===== src/rtl/uart_frame_scheduler.sv =====
// Round-robin scheduler that shares one byte-wide UART transmitter between three
// 32-bit sources, sending each granted word as an 8-byte "P<tag><4 bytes>\r\n" frame.
module uart_frame_scheduler #(
  parameter int unsigned GUARD_CYCLES = 4
) (
  input  logic        clk,
  input  logic        rst_n,
  input  logic [2:0]  req,
  input  logic [31:0] data0,
  input  logic [31:0] data1,
  input  logic [31:0] data2,
  input  logic        tx_idle,
  output logic [2:0]  ack,
  output logic [7:0]  dataout,
  output logic        wrsig,
  output logic        busy,
  output logic [1:0]  cur_chan
);

  typedef enum logic [1:0] {IDLE, SEND, GUARD} state_t;

  localparam logic [3:0] GUARD_LOAD = 4'(GUARD_CYCLES - 1);

  state_t      state_q, state_d;
  logic [2:0]  idx_q, idx_d;
  logic [3:0]  guard_q, guard_d;
  logic [1:0]  last_q, last_d;
  logic [31:0] frame_q, frame_d;
  logic [7:0]  dataout_d;
  logic        wrsig_d;
  logic [2:0]  ack_d;
  logic        busy_d;
  logic [1:0]  cur_chan_d;

  logic        grant_valid;
  logic [1:0]  grant_ch;
  logic [1:0]  cand1, cand2;

  function automatic logic [1:0] inc_mod3(input logic [1:0] c);
    return (c == 2'd2) ? 2'd0 : c + 2'd1;
  endfunction

  function automatic logic [7:0] frame_byte(input logic [2:0] idx, input logic [1:0] chan,
                                            input logic [31:0] word);
    case (idx)
      3'd0:    return 8'h50;
      3'd1:    return 8'h31 + {6'b0, chan};
      3'd2:    return word[31:24];
      3'd3:    return word[23:16];
      3'd4:    return word[15:8];
      3'd5:    return word[7:0];
      3'd6:    return 8'h0D;
      default: return 8'h0A;
    endcase
  endfunction

  // Search order last+1, last+2, last+3 (== last) keeps a steady requester
  // from starving the others while still allowing back-to-back grants.
  always_comb begin
    // NOTE: every signal written here gets a default first so no latch is inferred.
    grant_valid = 1'b0;
    grant_ch    = 2'd0;
    cand1       = inc_mod3(last_q);
    cand2       = inc_mod3(cand1);
    if (req[cand1]) begin
      grant_valid = 1'b1;
      grant_ch    = cand1;
    end else if (req[cand2]) begin
      grant_valid = 1'b1;
      grant_ch    = cand2;
    end else if (req[last_q]) begin
      grant_valid = 1'b1;
      grant_ch    = last_q;
    end
  end

  always_comb begin
    state_d    = state_q;
    idx_d      = idx_q;
    guard_d    = guard_q;
    last_d     = last_q;
    frame_d    = frame_q;
    dataout_d  = dataout;
    wrsig_d    = 1'b0;
    ack_d      = 3'b000;
    busy_d     = busy;
    cur_chan_d = cur_chan;

    case (state_q)
      IDLE: begin
        if (grant_valid) begin
          case (grant_ch)
            2'd0:    frame_d = data0;
            2'd1:    frame_d = data1;
            default: frame_d = data2;
          endcase
          ack_d      = 3'(3'b001 << grant_ch);
          last_d     = grant_ch;
          cur_chan_d = grant_ch;
          busy_d     = 1'b1;
          idx_d      = 3'd0;
          state_d    = SEND;
        end
      end
      SEND: begin
        if (tx_idle) begin
          dataout_d = frame_byte(idx_q, cur_chan, frame_q);
          wrsig_d   = 1'b1;
          guard_d   = GUARD_LOAD;
          state_d   = GUARD;
        end
      end
      GUARD: begin
        // tx_idle is deliberately ignored here: the transmitter may not yet
        // have raised busy in response to the strobe just issued.
        if (guard_q == 4'd0) begin
          if (idx_q == 3'd7) begin
            idx_d   = 3'd0;
            busy_d  = 1'b0;
            state_d = IDLE;
          end else begin
            idx_d   = idx_q + 3'd1;
            state_d = SEND;
          end
        end else begin
          guard_d = guard_q - 4'd1;
        end
      end
      default: state_d = IDLE;
    endcase
  end

  always_ff @(posedge clk or negedge rst_n) begin
    if (!rst_n) begin
      state_q  <= IDLE;
      idx_q    <= 3'd0;
      guard_q  <= 4'd0;
      last_q   <= 2'd2;
      frame_q  <= 32'd0;
      dataout  <= 8'd0;
      wrsig    <= 1'b0;
      ack      <= 3'b000;
      busy     <= 1'b0;
      cur_chan <= 2'd0;
    end else begin
      // NOTE: non-blocking assignments so every register samples pre-edge values.
      state_q  <= state_d;
      idx_q    <= idx_d;
      guard_q  <= guard_d;
      last_q   <= last_d;
      frame_q  <= frame_d;
      dataout  <= dataout_d;
      wrsig    <= wrsig_d;
      ack      <= ack_d;
      busy     <= busy_d;
      cur_chan <= cur_chan_d;
    end
  end

endmodule


===== config.mk =====
export PLATFORM = sky130hd
export DESIGN_NAME = uart_frame_scheduler
export DESIGN_NICKNAME = d
export VERILOG_FILES = /design/src/rtl/uart_frame_scheduler.sv
export SDC_FILE = /design/constraint.sdc
export NUM_CORES = 1
export LEC_CHECK = 0
export ABC_CLOCK_PERIOD_IN_PS = 1700
export CAP_MARGIN = 20
export CORE_ASPECT_RATIO = 0.6
export CORE_MARGIN = 10
export CORE_UTILIZATION = 35
export DETAILED_ROUTE_END_ITERATION = 6
export PLACE_DENSITY = 0.67
export SLEW_MARGIN = 20
export SYNTH_ARGS = -nofsm -noshare
export SYNTH_HDL_FRONTEND = slang
export SYNTH_SLANG_ARGS = --single-unit

===== constraint.sdc =====
create_clock -name clk -period 1.7 [get_ports clk]
set_input_delay 0.34 -clock clk [delete_from_list [all_inputs] [get_ports clk]]
set_output_delay 0.34 -clock clk [all_outputs]
set_load 0.05 [all_outputs]

==> Word-level counts from Yosys, hierarchy flattened <==
Index checks and enable logic that the tools add are counted.
{ "totals": {"out_inout_bits": 15, "wordCells": 84, "register_bits": 58} }
{ "op_classes": {"n_shift": 1, "add_sub_neg": 5, "n_eq_ne": 17, "n_reduce_logical": 12, "magnitude_cmp": 3, "muxes": 36} }
{ "op_table": {"columns": ["cell", "count"], "rows": [
  ["$pmux 32 s2", 1],
  ["$pmux 8 s7", 1],
  ["$mux 2", 8],
  ["$mux 3", 5],
  ["$eq 3x3->1 const B", 4],
  ["$mux 1", 12],
  ["$ne 2x2->1 const B", 5],
  ["$lt 2x3->1 const B", 3],
  ["$reduce_and 3->1", 3],
  ["$mux 4", 2],
  ["$pmux 4 s2", 1],
  ["$add 6x2->7 const A", 1],
  ["$bmux 1 s2", 3],
  ["$eq 2x2->1 const B", 3],
  ["$eq 3x2->1 const B", 2],
  ["$pmux 2 s3", 1],
  ["$pmux 3 s2", 1],
  ["$add 2x1->2 const B", 2],
  ["$eq 2x1->1 const B", 2],
  ["$logic_not 2->1", 2],
  ["$logic_not 4->1", 1],
  ["$reduce_and 2->1", 2],
  ["$reduce_and 4->1", 1],
  ["$reduce_bool 2->1", 2],
  ["6 further kinds", 6]
]} }

==> Longest topological paths before layout <==
{ "depth": {"ltp_word": 11, "ltp_mapped": 8, "ltp_nobuf": 6} }

==> Worst setup path after synthesis <==
OpenSTA, ideal clock, no wires.
{ "synth_timing": {"path_type": "register to register", "startpoint": "register guard_q[0]", "endpoint": "register idx_q[0]", "setup_ns": 0.121, "period_less_slack_ns": 1.751, "t_required_ns": 1.579, "stages_incl_launch_ff": 7, "path_slack_ns": -0.051, "arrival_time_ns": 1.630, "n_path_buf": 0, "cell_sequence": "dfrtp_1 > inv_1 > ha_1 > or3b_2 > nor3_1 > nor2_1 > a22o_1"} }
{ "synth_between": {"elab_chain_cells": 3} }
{ "synth_lines": {"columns": ["item", "line", "source"], "rows": [
  ["start, declared", "26", "logic [3:0] guard_q, guard_d;"],
  ["start signal, assigned", "149", "guard_q <= guard_d;"],
  ["$logic_not 4->1", "116", "if (guard_q == 4'd0) begin"],
  ["$ne 2x2->1 (no source line)", null, null],
  ["$reduce_and 3->1 (no source line)", null, null],
  ["end signal, assigned", "148", "idx_q <= idx_d;"],
  ["end, declared", "25", "logic [2:0] idx_q, idx_d;"]
]} }
No other way between the ends.
A chain may end at the register's enable or synchronous reset.

==> results.yml <==
floorplan:
  chipHeight_um: 95.75
  io_pins: 117
  dieArea_um2: 14000
  core_um2: 9256
  die_x_um: 146.2
  initial_core_util_pct: 36.16
  rows: 27
power_and_ir_drop:
  p_per_area_nw_per_um2: 1508
  ir_drop_uv: 567.0
  power.leakage_nw: 2.181
global_route:
  grt_max_degree: 38
  grt_pass1_vias: 3615
  overflow: 0
  antenna_found_initial: 0
  grt_pass1_wl_um: 19590
  grt_usage_pct: 17.59
logic_synthesis:
  async_flop_share_pct: 100.0
  netlist_instances: 373
  synth_nets: 484
  yosysSeqAreaShare_pct: 42.65
  synth_cell_types: 43
  syn_area_um2: 3347
  synth_edf_count: 0
  ys.flop_type: "dfrtp_1"
  avgSynthCellArea_um2: 8.973
  ys_ff_latch: 57
  yosys_warnings: 0
clock_tree:
  clock_path_buffers: 2
  cts_tree: "built"
  cts_made_buffers: 9
  clock_latency_ns: 0.33
  cts_sinks: 57
  root_buffer: "clkbuf_16"
  h-tree-depth: 3
  clk_pin_slew_ns: 0.05
route:
  via_per_inst: 5.500
  drt_iter0_drc: 276
  drt-met1-wl_um: 5880
  ant_nets: 0
  wl_met2_um: 5053
  routed_wl_um: 12400
  wl_per_cell_um: 19.26
  route.detailed.drc: 0
  route.vias.total: 3542
  highest_layer: "met4"
  dr_wl_met3_um: 1372
  dr.pass1.iters: 5
sta:
  fmax_mhz: 573.3
  drv_slew: 0
  finClkSkew_ns: 0.008500
  setup_viol: 1
  worst_slack_ns: -0.04439
  hold_viol_final: 0
  finalCriticalPeriod_ns: 1.744
  worst_hold_slack_ns: 0.4767
  maxSlewHeadroom_pct: 64.64
  grt_setup_unrepaired: "true"
  tightest_slew_ns: 0.5304
  timing.final.crit_share_pct: 102.6
setup_path:
  worstPathArrival_ns: 1.98
  startpoint_type: "flip-flop"
  crit_fanout: 6
  cp_data_required_time_ns: 1.94
  end_kind: "flip-flop"
  crit_type: "reg -> reg"
placed_design:
  io_buffer_count: 116
  gp_congestion: 0.9483
  dp_hpwl_um: 9323
final_layout:
  drive_above_1_share_pct: 22.57
  finalNetCount: 620
  area_delta_synth_final_pct: 63.33
  final_core_util_pct: 59.06
  diodes: 0
run_status:
  status: "complete, but fails checks"
  violations: "setup timing"
job:
  max-cap-violations: 0
min_path:
  holdCritPathClass: "reg -> reg"
==> stage by stage <==
stage          cells  area, µm²  setup TNS, ns  setup slack, ns  total power, W
2_1_floorplan    373       3353              0          0.03015        0.004386
6_report         644       5466       -0.04439         -0.04439        0.008245
3_3_place_gp     619       4870         -10.00          -0.3447        0.005780
5_1_grt          644       5466         -1.926         -0.08898        0.008748
4_1_cts          637       5236              0         0.004608        0.007808
3_5_place_dp     619       4870         -11.62          -0.3848        0.005878
==> layout by cell type, fill, tap and decap left out, types with 3 or more instances in the layout <==
cell / netlist / final
buf_4: 2 / 43
nand2_1: 13 / 13
buf_12: 0 / 9
o21ai_0: 9 / 8
clkdlybuf4s50_1: 0 / 98
buf_6: 0 / 4
dfrtp_1: 56 / 54
ha_2: 0 / 3
a22oi_2: 0 / 5
a31oi_1: 64 / 64
and2_1: 3 / 3
inv_1: 9 / 9
a21o_1: 4 / 4
a22oi_1: 37 / 32
clkbuf_8: 0 / 4
clkbuf_16: 0 / 11
a21oi_1: 13 / 13
nor2_2: 0 / 13
nor3b_1: 32 / 32
nor2_1: 45 / 30
nor3_1: 4 / 3
ha_1: 9 / 4
nand3_1: 6 / 6
==> critical path: stages (launching register included) <==
cell	delay, ns
dfrtp_1	0.42
buf_6	0.15
a21bo_4	0.21
a211oi_4	0.28
buf_6	0.21
clkbuf_16	0.17
nor2_2	0.04
a31oi_1	0.18
==> layout make-up <==
type	count	area, µm²
well taps	130	162.7
clock inverters	2	10.01
inverters	10	37.54
fillers	792	3790
repair buffers	161	1643
flip-flops and latches	57	1430
clock buffers	14	284.0
multi-input cells	270	1899
==> routing by layer <==
metal	track usage (%)	up-vias
met2	24.51	164
met3	8.009	14
met4	4.643	0
met1	24.02	1667
met5	0	-
li1	-	1697
==> timing repair <==
action | CTS | global route
resized for setup | 10 | 39
hold endpoints to repair | 4 | 0
setup buffers | 0 | 4
pin swaps | 1 | 8
hold buffers | 1 | 0
setup endpoints to repair | 23 | 41
cloned | 1 | 3
==> state kept, by name, indices dropped and copies added (netlist names) <==
register,count
last_q,1
busy,1
state_q,2
cur_chan,2
dataout,8
wrsig,1
frame_q,32
idx_q,3
guard_q,4
ack,3
==> Yosys cell counts (all sizes together) (3+ instances only) <==
| library cell | number | area (µm²) |
|---|---|---|
| nor3b | 32 | 240.2 |
| buf | 17 | 86.33 |
| nor3 | 4 | 20.02 |
| a21oi | 13 | 65.06 |
| a21o | 4 | 30.03 |
| a22oi | 37 | 277.8 |
| nand3 | 6 | 30.03 |
| dfrtp | 56 | 1401 |
| nor2 | 45 | 168.9 |
| a31oi | 64 | 400.4 |
| clkbuf | 19 | 71.32 |
| and2 | 3 | 18.77 |
| nand2 | 13 | 48.80 |
| a221oi | 4 | 35.03 |
| ha | 9 | 112.6 |
| o21ai | 9 | 45.04 |
| inv | 9 | 33.78 |
==> logic make-up after synthesis <==
family          Yosys count  synth area share, %
mux                       1               0.3364
xor+xnor                  2               0.5235
simple gates            111                17.38
fa+ha+maj                 9                3.365
buf+inv                  46                5.832
flops                    57                42.65
compound gates          147                29.91
==> path summary, 6_finish.rpt <==
| kind | start | endpoint | slack, ns | cells after the start |
|---|---|---|---|---|
| worst max-delay path | cur_chan[0] | frame_q[25] | -0.04 | 7 |
| worst max register to register | cur_chan[0] | frame_q[25] | -0.04 | 7 |
| min in group asynchronous | rst_n | cur_chan[1] | 0.53 | 2 |
| max in group asynchronous | rst_n | idx_q[0] | 0.59 | 3 |
| worst min register to register | dataout[3] | dataout[3] | 0.48 | 2 |
| worst min-delay path | dataout[3] | dataout[3] | 0.48 | 2 |
==> where the power goes <==
group | total [W] | internal [W] | switching [W]
Clock | 0.00173 | 0.00114 | 0.000593
Sequential | 0.00251 | 0.00196 | 0.000552
Combinational | 0.00400 | 0.00188 | 0.00212
(Power assumes the default switching activity.)
